## config.mk

```make
export PLATFORM = sky130hd
export DESIGN_NAME = payload_read_arbiter
export DESIGN_NICKNAME = d
export VERILOG_FILES = /design/src/rtl/payload_read_arbiter.sv
export SDC_FILE = /design/constraint.sdc
export NUM_CORES = 1
export LEC_CHECK = 0
export BUFFER_PORTS_ARGS = -buffer_cell sky130_fd_sc_hd__buf_2
export CAP_MARGIN = 20
export CELL_PAD_IN_SITES_DETAIL_PLACEMENT = 1
export CELL_PAD_IN_SITES_GLOBAL_PLACEMENT = 1
export CORE_MARGIN = 5
export CORE_UTILIZATION = 29
export CTS_CLUSTER_SIZE = 8
export DETAILED_ROUTE_END_ITERATION = 10
export GPL_TIMING_DRIVEN = 0
export PLACE_DENSITY = 0.92
export SYNTH_ARGS = -nofsm -noshare
export SYNTH_HDL_FRONTEND = slang
export SYNTH_SLANG_ARGS = --single-unit
```

## constraint.sdc

```tcl
create_clock -name clock -period 2.7 [get_ports clock]
set_clock_uncertainty 0.2 [all_clocks]
set_input_delay 0.54 -clock clock [delete_from_list [all_inputs] [get_ports clock]]
set_output_delay 0.54 -clock clock [all_outputs]
set_load 0.1 [all_outputs]
```

## src/rtl/payload_read_arbiter.sv

```systemverilog
// Round-robin arbiter sharing the PayloadBuffer read port between NUM_REQ requesters.
// Optional per-requester saturating packet counters: define PAYLOAD_READ_ARB_STATS_EN.
module payload_read_arbiter #(
    parameter int NUM_REQ     = 4,
    parameter int DATA_WIDTH  = 32,
    parameter int BUFFER_SIZE = 2048,
    parameter int MAX_WORDS   = 512,
    parameter int STAT_WIDTH  = 16,
    localparam int AW         = $clog2(BUFFER_SIZE),
    localparam int CHW        = (NUM_REQ > 1) ? $clog2(NUM_REQ) : 1
) (
    input  logic                          clock,
    input  logic                          reset_n,
    input  logic [NUM_REQ-1:0]            req_valid,
    input  logic [NUM_REQ*AW-1:0]         req_address,
    input  logic [NUM_REQ-1:0]            req_destructive,
    output logic [NUM_REQ-1:0]            req_ready,
    output logic [DATA_WIDTH-1:0]         src_data,
    output logic [NUM_REQ-1:0]            src_valid,
    input  logic [NUM_REQ-1:0]            src_ready,
    output logic                          src_startofpacket,
    output logic                          src_endofpacket,
    output logic [CHW-1:0]                src_channel,
    input  logic                          pb_ready,
    output logic                          pb_rd_enable,
    output logic                          pb_rd_first,
    output logic [AW-1:0]                 pb_rd_address,
    output logic                          pb_rd_destructive,
    input  logic [DATA_WIDTH-1:0]         pb_rd_data,
    input  logic                          pb_rd_last,
    output logic                          busy,
`ifdef PAYLOAD_READ_ARB_STATS_EN
    output logic [NUM_REQ*STAT_WIDTH-1:0] pkt_count,
`endif
    output logic                          err_overrun
);

    localparam int CW = $clog2(MAX_WORDS + 1);

    typedef enum logic [1:0] {StIdle, StAddr, StStream} state_e;

    state_e          r_state;
    logic [CHW-1:0]  r_grant;
    logic [CHW-1:0]  r_rr_last;
    logic [AW-1:0]   r_address;
    logic            r_destructive;
    logic            r_sop;
    logic [CW-1:0]   r_word_cnt;
    logic            r_err_overrun;

    logic            w_found;
    logic [CHW-1:0]  w_winner;
    logic            w_grant;
    logic            w_accept;
    logic            w_forced;
    logic            w_eop;

    // Scan upward from the requester after the last one served.
    always_comb begin
        w_found  = 1'b0;
        w_winner = '0;
        for (int k = 1; k <= NUM_REQ; k++) begin
            if (!w_found && req_valid[(int'(r_rr_last) + k) % NUM_REQ]) begin
                w_found  = 1'b1;
                w_winner = CHW'((int'(r_rr_last) + k) % NUM_REQ);
            end
        end
    end

    // reset_n gates the grant so req_ready stays low while reset is asserted.
    assign w_grant  = reset_n && (r_state == StIdle) && pb_ready && w_found;
    assign w_accept = (r_state == StStream) && src_ready[r_grant];
    assign w_forced = (r_word_cnt == CW'(MAX_WORDS - 1));
    assign w_eop    = pb_rd_last || w_forced;

    always_comb begin
        req_ready         = '0;
        src_valid         = '0;
        pb_rd_enable      = 1'b0;
        pb_rd_first       = 1'b0;
        src_startofpacket = 1'b0;
        src_endofpacket   = 1'b0;
        if (w_grant) begin
            req_ready[w_winner] = 1'b1;
        end
        unique case (r_state)
            StAddr: begin
                pb_rd_enable = 1'b1;
                pb_rd_first  = 1'b1;
            end
            StStream: begin
                src_valid[r_grant] = 1'b1;
                src_startofpacket  = r_sop;
                src_endofpacket    = w_eop;
                pb_rd_enable       = src_ready[r_grant];
            end
            default: ;
        endcase
    end

    assign src_data          = pb_rd_data;
    assign src_channel       = r_grant;
    assign pb_rd_address     = r_address;
    assign pb_rd_destructive = r_destructive;
    assign busy              = (r_state != StIdle);
    assign err_overrun       = r_err_overrun;

    always_ff @(posedge clock or negedge reset_n) begin
        if (!reset_n) begin
            r_state       <= StIdle;
            r_grant       <= '0;
            r_rr_last     <= CHW'(NUM_REQ - 1);
            r_address     <= '0;
            r_destructive <= 1'b0;
            r_sop         <= 1'b0;
            r_word_cnt    <= '0;
            r_err_overrun <= 1'b0;
        end else begin
            r_err_overrun <= 1'b0;
            case (r_state)
                StIdle: begin
                    if (w_grant) begin
                        r_grant       <= w_winner;
                        r_address     <= req_address[w_winner*AW +: AW];
                        r_destructive <= req_destructive[w_winner];
                        r_word_cnt    <= '0;
                        r_sop         <= 1'b1;
                        r_state       <= StAddr;
                    end
                end
                StAddr: r_state <= StStream;
                StStream: begin
                    if (w_accept) begin
                        r_sop <= 1'b0;
                        if (r_word_cnt != CW'(MAX_WORDS)) begin
                            r_word_cnt <= r_word_cnt + 1'b1;
                        end
                        if (w_eop) begin
                            r_state       <= StIdle;
                            r_rr_last     <= r_grant;
                            r_err_overrun <= w_forced && !pb_rd_last;
                        end
                    end
                end
                default: r_state <= StIdle;
            endcase
        end
    end

`ifdef PAYLOAD_READ_ARB_STATS_EN
    logic [STAT_WIDTH-1:0] r_pkt_cnt [NUM_REQ];

    always_ff @(posedge clock or negedge reset_n) begin
        if (!reset_n) begin
            for (int i = 0; i < NUM_REQ; i++) begin
                r_pkt_cnt[i] <= '0;
            end
        end else if (w_accept && w_eop && (r_pkt_cnt[r_grant] != '1)) begin
            r_pkt_cnt[r_grant] <= r_pkt_cnt[r_grant] + 1'b1;
        end
    end

    for (genvar i = 0; i < NUM_REQ; i++) begin : g_pkt_count
        assign pkt_count[i*STAT_WIDTH +: STAT_WIDTH] = r_pkt_cnt[i];
    end
`endif

endmodule

```

==> flow_summary_export.csv, run 1 <==
group,metric,value,unit
power,p_leak,1.70,nW
route,drt_pre_antenna_iters,4,
yosys,netlist_area,2340,um2
floorplanning,initial_core_util,0.301,
grt,antenna_found_initial,0,
route,dr_total_vias,2686,
yosys,synth_area_leader_cell,"dfrtp_1",
route,postRouteAntennaNets,0,
sta,relSlewSlack,0.564,
worst_setup_path,r2r-start,"src_channel[0]$_DFFE_PN0P_",
min_path,min_path_type,"in2async",
floorplanning,die_h,99.8,um
route,drc,0,
worst_setup_path,critical_path.endpoint_type,"output pin",
sta,tightest_slew,0.645,ns
final_layout,n_fill_cell,954,
clock_tree,clock_latency,0.29,ns
sta,finalWorstPathRequiredPeriod,2.64,ns
sta,slew_viol_final,0,
worst_setup_path,cp_slowest_stage_delay,0.58,ns
power,p_per_area,1150,nW/um2
yosys,avgSynthCellArea,8.43,um2
worst_setup_path,cp-endpoint,"req_ready[2]",
final_layout,drive_gt1_frac,0.518,
floorplanning,fp.dieArea,9950,um2
yosys,synth_compound_area_frac,0.234,
yosys,yosysWarnings,0,
route,drtIter0Drc,81,
route,wl_per_cell,17.6,um
yosys,synthXorXnorAreaFrac,0.0150,
sta,max_freq,0.379,GHz
worst_setup_path,worstPathRequired,1.96,ns
final_layout,area_delta_synth_final,51.4,%
run,drv_cap,0,
clock_tree,cts_max_path_buffers,2,
clock_tree,cts_buffers,5,
worst_setup_path,worstPathArrival,1.90,ns
yosys,yosys-top-cells-count,"buf_4, nor2_1, dfrtp_1, a21oi_1",
sta,fin_crit_sh,0.977,
worst_setup_path,path_max_fanout,5,
placement,globalplace.congestion,0.832,
grt,grt_max_degree,29,
clock_tree,cts_tree,"done",
sta,setup_tns,0,ns
power,ir_drop,0.755,mV
yosys,yosys.cell_types.count,51,
worst_setup_path,reg2reg_depth,6,
worst_setup_path,critPathLaunch,"r_rr_last[1]$_DFFE_PN1P_",
yosys,syn_nets,375,
final_layout,multi_input_area,1400,um2
yosys,async_reset_ff_frac,1.00,
clock_tree,root_buffer,"clkbuf_8",
yosys,synth_top_family_by_area,"compound AO/OA/AOI/OAI gates",
floorplanning,ios,152,
yosys,synth.most_common_cell,"buf_4",
clock_tree,clk_pin_slew_worst_paths,0.08,ns
yosys,seq_area_frac_synth,0.322,
grt,overflow,0,
route,wl,9010,um
clock_tree,htree_levels,2,
final_layout,nets,508,
sta,hold_viol_final,0,
grt,grt_usage,0.179,
sta,rsz0062_at_grt,"false",
yosys,synth-seq-cells,30,
worst_setup_path,rrSetupSlack,0.30,ns
yosys,synth_edf_count,0,
worst_setup_path,critPathKind,"reg2out",
worst_setup_path,cp_slowest_cell,"dfstp_2",
final_layout,seqCellArea,756,um2
placement,place_ws,-1.18,ns
sta,holdWs,0.0134,ns
grt,grt_pass1_vias,2905,
clock_tree,cts.sinks,30,
yosys,yosys.area_share.simple,0.219,
outcome,status,"finished clean",
sta,fin_ws,0.0633,ns
worst_setup_path,critPathLaunchType,"flip-flop",
worst_setup_path,reg2reg_to,"r_word_cnt[7]$_DFFE_PN0P_",
placement,portBuffers,117,
final_layout,utilization,0.455,
yosys,synth.area.mux_share,0.0327,
floorplanning,die_width,99.8,um
yosys,synth_top_cell_area_share,0.300,
worst_setup_path,crit_chain,"nand2_2 -> a31oi_4 -> buf_8 -> and3_4 -> nor2b_4 -> buf_12",
sta,setup_viol,0,
floorplanning,core,7770,um2
yosys,syn_inst,277,
floorplanning,num_rows,32,
yosys,synthTopCellsByArea,"dfrtp_1, buf_4, nor2_1",
grt,grt_pass1_wl,14300,um
route,vias_per_cell,5.24,
yosys,synthAdderAreaFrac,0.0321,
final_layout,diodes,0,
yosys,synthFlopType,"dfrtp_1",
placement,dpl.hpwl,6830,um
## through the flow
stage	power, mW	instance area (um2)	std cells
final	4.06	3540	513
after global routing	4.26	3540	513
after CTS	4.04	3490	510
after detailed placement	3.41	3150	496
after global placement	3.33	3150	496
after floorplan	2.89	2440	277
## final cells by class
type | count | share of cell area
Buffer | 45 | 0.100
Multi-Input combinational cell | 191 | 0.395
Timing Repair Buffer | 128 | 0.212
Tap cell | 102 | 0.0361
Clock inverter | 1 | 0.00849
Sequential cell | 30 | 0.214
Inverter | 9 | 0.00955
Clock buffer | 7 | 0.0244
## report_power, final
part / switching, mW / total, mW / internal (mW)
Clock: 0.184 / 0.485 / 0.301
Sequential: 0.164 / 0.793 / 0.629
Combinational: 2.09 / 2.78 / 0.693
## cell families after synthesis
family          after synthesis
xor+xnor                      4
buf+inv                      56
mux                           6
flops                        30
simple gates                 94
fa+ha+maj                     6
compound gates               81
## placed cells by master (no fill, tap or decap), types with 7 or more instances in the layout
cell type  count
buf_2        112
buf_4         44
nor2_1        28
dfrtp_1       26
a21oi_1       16
a21boi_0      13
and3_1        13
o21ai_0       11
nand2_1       10
inv_1          7
clkbuf_8       7
a221oi_1       7
## layer usage
metal  wire length [um]  vias to the layer above  share of wire  track usage
li1                   -                     1245              -            -
met1               3460                     1309           0.38        0.207
met2               4690                      123           0.52        0.328
met3                738                        9          0.082       0.0414
met4                123                        0          0.014       0.0494
met5                  0                        -              0            0
## worst min-delay path by stage
stage / cells past startpoint / end / slack [ns] / from
6_report: 1 / r_rr_last[1]$_DFFE_PN1P_ / 0.01 / reset_n
5_1_grt: 1 / r_rr_last[1]$_DFFE_PN1P_ / 0.008 / reset_n
2_1_floorplan: 0 / err_overrun$_DFF_PN0_ / 0.04 / reset_n
4_1_cts: 1 / r_rr_last[1]$_DFFE_PN1P_ / 0.0007 / reset_n
3_5_place_dp: 2 / r_sop$_DFFE_PN0P_ / 0.31 / r_sop$_DFFE_PN0P_
3_3_place_gp: 2 / r_sop$_DFFE_PN0P_ / 0.30 / r_sop$_DFFE_PN0P_
## worst max-delay path: cells and delay by family, from the launching register on
kind,cells,cell delay (ns)
AO/OA/AOI/OAI,1,0.24
buffers and inverters,2,0.32
AND/OR/NAND/NOR,3,0.46
flip-flops,1,0.58
## sequential cells by signal, indices dropped and copies added, names as in the netlist
register           flops
pb_rd_destructive      1
err_overrun            1
r_word_cnt            10
src_channel            2
r_rr_last              2
pb_rd_address         11
r_sop                  1
r_state                2
## repair_timing
action,4_1_cts,5_1_grt
hold endpoints to repair,28,0
setup endpoints to repair,17,5
resized for setup,47,9
hold buffers,1,0
buffers inserted,5,5
pin swaps,3,2
(Power assumes the default switching activity.)
==> run 2: changes to the inputs <==
- BUFFER_PORTS_ARGS: -buffer_cell sky130_fd_sc_hd__buf_2 -> unset
- CORE_UTILIZATION: 29 -> 44
- DONT_BUFFER_PORTS: unset -> 1
==> run 2 against run 1 <==
  * The run now ends with negative setup slack left
  * Via count fell by 10%
  * Die area fell by 31%
  * Routed wire length rose by 5.0%
  * Utilization rose by 15 points
  * Global-route usage rose by 6.8 points
  * Combinational power fell by 23%
  * First-iteration DRC count rose by 4.9%
  * Highest routed layer unchanged
  * Power rose by 1.4%
  * Clock power fell by 27%
  * Critical endpoint unchanged
  * Non-clock buffer count fell by 98
  * Sequential power rose by 100%
==> flow_summary_export.csv, run 2 (synthesis results as in run 1) <==
group,metric,value,unit
outcome,status,"finished, violations left",
outcome,violations,"negative setup slack",
run,drv_cap,0,
worst_setup_path,critical_path.endpoint_type,"output pin",
sta,slew_viol_final,0,
min_path,min_path_type,"in2reg",
final_layout,n_fill_cell,589,
route,drt_pre_antenna_iters,4,
worst_setup_path,path_max_fanout,5,
final_layout,largest_reg_flops,11,
placement,globalplace.congestion,0.858,
route,drtIter0Drc,85,
route,wl,9470,um
grt,overflow,0,
grt,antenna_found_initial,0,
floorplanning,die_width,82.9,um
final_layout,mostFrequentLayoutCells,"buf_4, nor2_1, dfrtp_1",
final_layout,nets,410,
clock_tree,htree_levels,2,
worst_setup_path,worstPathRequired,1.96,ns
min_path,hp-start,"pb_rd_last",
sta,fin_ws,-0.149,ns
worst_setup_path,crit_family,"flip-flops",
grt,grt_pass1_wl,13800,um
worst_setup_path,critPathKind,"reg2out",
clock_tree,cts_max_path_buffers,2,
sta,relSlewSlack,0.278,
final_layout,utilization,0.605,
clock_tree,cts.sinks,30,
worst_setup_path,r2r-start,"src_channel[0]$_DFFE_PN0P_",
placement,dpl.hpwl,5810,um
power,p_leak,1.32,nW
worst_setup_path,cp_slowest_cell,"dfstp_2",
sta,setup_viol,8,
final_layout,area_delta_synth_final,33.0,%
power,p_per_area,1320,nW/um2
clock_tree,cts_tree,"done",
final_layout,multi_input_area,1530,um2
sta,max_freq,0.351,GHz
worst_setup_path,critPathLaunch,"r_rr_last[1]$_DFFE_PN1P_",
sta,finalWorstPathRequiredPeriod,2.85,ns
worst_setup_path,critPathLaunchType,"flip-flop",
route,vias_per_cell,6.31,
clock_tree,cts_buffers,5,
final_layout,drive_gt1_frac,0.409,
route,postRouteAntennaNets,0,
grt,grt_max_degree,31,
floorplanning,num_rows,26,
clock_tree,clock_latency,0.28,ns
route,dr_total_vias,2416,
sta,fin_crit_sh,1.06,
worst_setup_path,cp_slowest_stage_delay,0.61,ns
sta,hold_viol_final,0,
floorplanning,initial_core_util,0.454,
grt,grt_usage,0.247,
power,ir_drop,0.836,mV
floorplanning,fp.dieArea,6870,um2
sta,rsz0062_at_grt,"true",
sta,tightest_slew,1.08,ns
grt,grt_pass1_vias,2605,
placement,portBuffers,0,
final_layout,diodes,0,
final_layout,seqCellArea,764,um2
sta,setup_tns,-0.467,ns
worst_setup_path,crit_chain,"mux2i_1 -> o22ai_1 -> o21bai_4 -> clkbuf_8 -> nor2b_4",
worst_setup_path,critPathBufInv,1,
final_layout,final_common_cell,"buf_4",
route,wl_per_cell,24.7,um
clock_tree,root_buffer,"clkbuf_8",
route,drc,0,
floorplanning,die_h,82.9,um
worst_setup_path,worstPathArrival,2.11,ns
floorplanning,core,5140,um2
clock_tree,clk_pin_slew_worst_paths,0.06,ns
floorplanning,ios,152,
==> run 2: cell count changes in the layout (fill, tap and decap cells not counted), sizes merged <==
cell and change:
buf -98, bufinv -1, dlygate4sd3 +1
==> run 2: per-layer routing <==
metal / share of wire / vias to the layer above / global-route usage / wire length (um)
met5: 0 / - / 0 / 0
met4: 0.025 / 0 / 0.0877 / 233
met3: 0.081 / 27 / 0.0812 / 764
met2: 0.53 / 133 / 0.450 / 5020
met1: 0.36 / 1217 / 0.265 / 3450
li1: - / 1039 / - / -
==> run 2: area by class of cell <==
class,count,share of cell area
Buffer,44,0.116
Clock buffer,8,0.0258
Inverter,9,0.0109
Multi-Input combinational cell,191,0.492
Sequential cell,30,0.246
Tap cell,70,0.0282
Timing Repair Buffer,31,0.0809
==> run 2: worst register-to-register path: stages, from the launching register on <==
cell     delay (ns)
dfrtp_4        0.67
mux4_2         0.48
buf_4          0.13
buf_4          0.11
nor2b_4        0.06
or3_4          0.41
or4_4          0.50
a21oi_2        0.14
==> run 2: report_power, final <==
part | switching, mW | leakage [nW] | internal, mW
registers | 1.00 | 0.359 | 0.620
clock network | 0.170 | 0.0395 | 0.183
logic | 1.37 | 0.917 | 0.770
total | 2.54 | 1.32 | 1.57
==> run 2: what timing repair did <==
action | CTS | global route
endpoints found under the setup margin | 10 | 10
pin swaps | 11 | 13
hold buffers | 2 | 0
hold endpoints to repair | 30 | 0
gates resized for setup | 47 | 17
setup buffers | 19 | 10
==> run 2: path summary, 6_finish.rpt <==
path | end | slack, ns | depth (start not counted)
max | req_ready[2] | -0.15 | 5
max in group asynchronous | r_rr_last[1]$_DFFE_PN1P_ | 1.56 | 2
max reg2reg | r_word_cnt[7]$_DFFE_PN0P_ | -0.07 | 7
min reg2reg | r_sop$_DFFE_PN0P_ | 0.37 | 2
min in group asynchronous | r_word_cnt[8]$_DFFE_PN0P_ | 0.49 | 2
min | err_overrun$_DFF_PN0_ | 0.15 | 1
==> run 2: per-stage QoR <==
step	total power, mW	instances	cell area, um2	hold WS [ns]	worst slack (ns)
2_1_floorplan	2.89	277	2440	0.0444	-0.404
3_3_place_gp	3.12	347	2530	0.0454	-0.487
3_5_place_dp	3.19	347	2530	0.0456	-0.540
4_1_cts	3.88	374	2980	0.118	-0.110
5_1_grt	4.28	383	3110	0.143	-0.184
6_report	4.11	383	3110	0.145	-0.149
==> run 3: changes to the inputs <==
- CORE_UTILIZATION: 44 -> 40
- PLACE_DENSITY: 0.92 -> 0.86
==> run 3 against run 2 <==
  * The flow still finishes with violations (negative setup slack)
  * Largest power group unchanged
  * Critical path type unchanged
  * Utilization decreased by 6.9 points
  * Clock-buffer cell count decreased by 1
  * First-iteration DRC count increased by 18%
==> flow_summary_export.csv, run 3 (synthesis results as in run 1) <==
group,metric,value,unit
final_layout,diodes,0,
power,p_per_area,1310,nW/um2
clock_tree,root_buffer,"clkbuf_8",
clock_tree,clock_latency,0.29,ns
worst_setup_path,crit_family,"flip-flops",
worst_setup_path,cp_slowest_cell,"dfrtp_4",
floorplanning,die_h,86.4,um
final_layout,seqCellArea,764,um2
sta,relSlewSlack,0.284,
min_path,min_path_type,"in2reg",
worst_setup_path,path_max_fanout,8,
route,wl,8140,um
route,drc,0,
sta,max_freq,0.352,GHz
placement,portBuffers,0,
placement,dpl.hpwl,5540,um
worst_setup_path,critPathLaunchType,"flip-flop",
placement,dpl_cell_area,2540,um2
worst_setup_path,cp_slowest_stage_delay,0.67,ns
worst_setup_path,critPathKind,"reg2out",
run,drv_cap,0,
sta,fin_ws,-0.139,ns
clock_tree,htree_levels,2,
sta,rsz0062_at_grt,"true",
outcome,status,"finished, violations left",
worst_setup_path,worstPathArrival,2.10,ns
final_layout,final_common_cell,"buf_4",
grt,grt_pass1_vias,2466,
clock_tree,cts_buffers,5,
worst_setup_path,crit_chain,"mux4_2 -> nand2_4 -> a21boi_4",
power,ir_drop,0.767,mV
sta,tightest_slew,1.07,ns
route,drt_pre_antenna_iters,4,
route,postRouteAntennaNets,0,
floorplanning,ios,152,
final_layout,mostFrequentLayoutCells,"buf_4, nor2_1, dfrtp_1",
floorplanning,initial_core_util,0.417,
worst_setup_path,critical_path.endpoint_type,"output pin",
final_layout,drive_gt1_frac,0.382,
sta,setup_tns,-0.372,ns
placement,globalplace.congestion,0.830,
grt,grt_usage,0.212,
worst_setup_path,critPathBufInv,0,
floorplanning,die_width,86.4,um
grt,grt_pass1_wl,12500,um
final_layout,largest_reg_flops,11,
clock_tree,clk_pin_slew_worst_paths,0.07,ns
grt,overflow,0,
clock_tree,cts_tree,"done",
final_layout,area_delta_synth_final,28.6,%
grt,antenna_found_initial,0,
sta,fin_crit_sh,1.05,
floorplanning,num_rows,27,
clock_tree,cts_max_path_buffers,2,
floorplanning,core,5610,um2
sta,setup_viol,4,
floorplanning,fp.dieArea,7470,um2
route,wl_per_cell,21.5,um
final_layout,fin_area,3000,um2
sta,finalWorstPathRequiredPeriod,2.84,ns
route,drtIter0Drc,100,
route,dr_total_vias,2275,
clock_tree,cts.sinks,30,
final_layout,multi_input_area,1480,um2
sta,hold_viol_final,0,
final_layout,n_fill_cell,635,
route,vias_per_cell,6.02,
worst_setup_path,worstPathRequired,1.96,ns
grt,grt_max_degree,31,
sta,slew_viol_final,0,
outcome,violations,"negative setup slack",
power,p_leak,1.27,nW
final_layout,nets,403,
-- run 3: what timing repair did --
item                                    in CTS  in global routing
pin swaps                                    6                  9
gates resized for setup                     43                 10
hold buffers                                 2                  0
buffers inserted                            11                 12
endpoints found under the setup margin      10                 10
hold endpoints to repair                    30                  0
-- run 3: area by class of cell --
| class | instances | share of cell area |
|---|---|---|
| Multi-Input combinational cell | 191 | 0.493 |
| Timing Repair Buffer | 25 | 0.0675 |
| Inverter | 9 | 0.0112 |
| Clock buffer | 7 | 0.0287 |
| Tap cell | 72 | 0.0300 |
| Buffer | 43 | 0.113 |
| Clock inverter | 1 | 0.00167 |
| Sequential cell | 30 | 0.254 |
-- run 3: path summary, 6_finish.rpt --
path	to	slack, ns	cells after the start	from
max in group asynchronous	r_rr_last[0]$_DFFE_PN1P_	1.56	2	reset_n
worst max-delay path	pb_rd_enable	-0.14	3	src_channel[0]$_DFFE_PN0P_
min in group asynchronous	r_word_cnt[8]$_DFFE_PN0P_	0.50	2	reset_n
worst min-delay path	err_overrun$_DFF_PN0_	0.12	1	pb_rd_last
worst max register to register	r_word_cnt[7]$_DFFE_PN0P_	0.02	6	src_channel[0]$_DFFE_PN0P_
worst min register to register	r_sop$_DFFE_PN0P_	0.40	2	r_sop$_DFFE_PN0P_
-- run 3: power by group --
group	switching [mW]	internal, mW	total (mW)
combinational	1.27	0.664	1.93
sequential	0.990	0.619	1.61
clock	0.184	0.206	0.389
-- run 3: through the flow --
step	instances	util	power [mW]	setup WS, ns	hold WS [ns]
after global placement	349	0.451	3.11	-0.492	0.0453
after CTS	368	0.520	3.81	-0.154	0.105
after detailed placement	349	0.452	3.17	-0.541	0.0452
after floorplan	277	-	2.89	-0.404	0.0444
after global routing	378	0.536	4.12	-0.181	0.110
final	378	0.536	3.93	-0.139	0.123
-- run 3: per-layer routing --
metal | part of all wire | up-vias | GRT usage
met5 | 0 | - | 0
met2 | 0.50 | 120 | 0.382
li1 | - | 1026 | -
met3 | 0.095 | 7 | 0.0703
met1 | 0.39 | 1122 | 0.240
met4 | 0.0090 | 0 | 0.0496
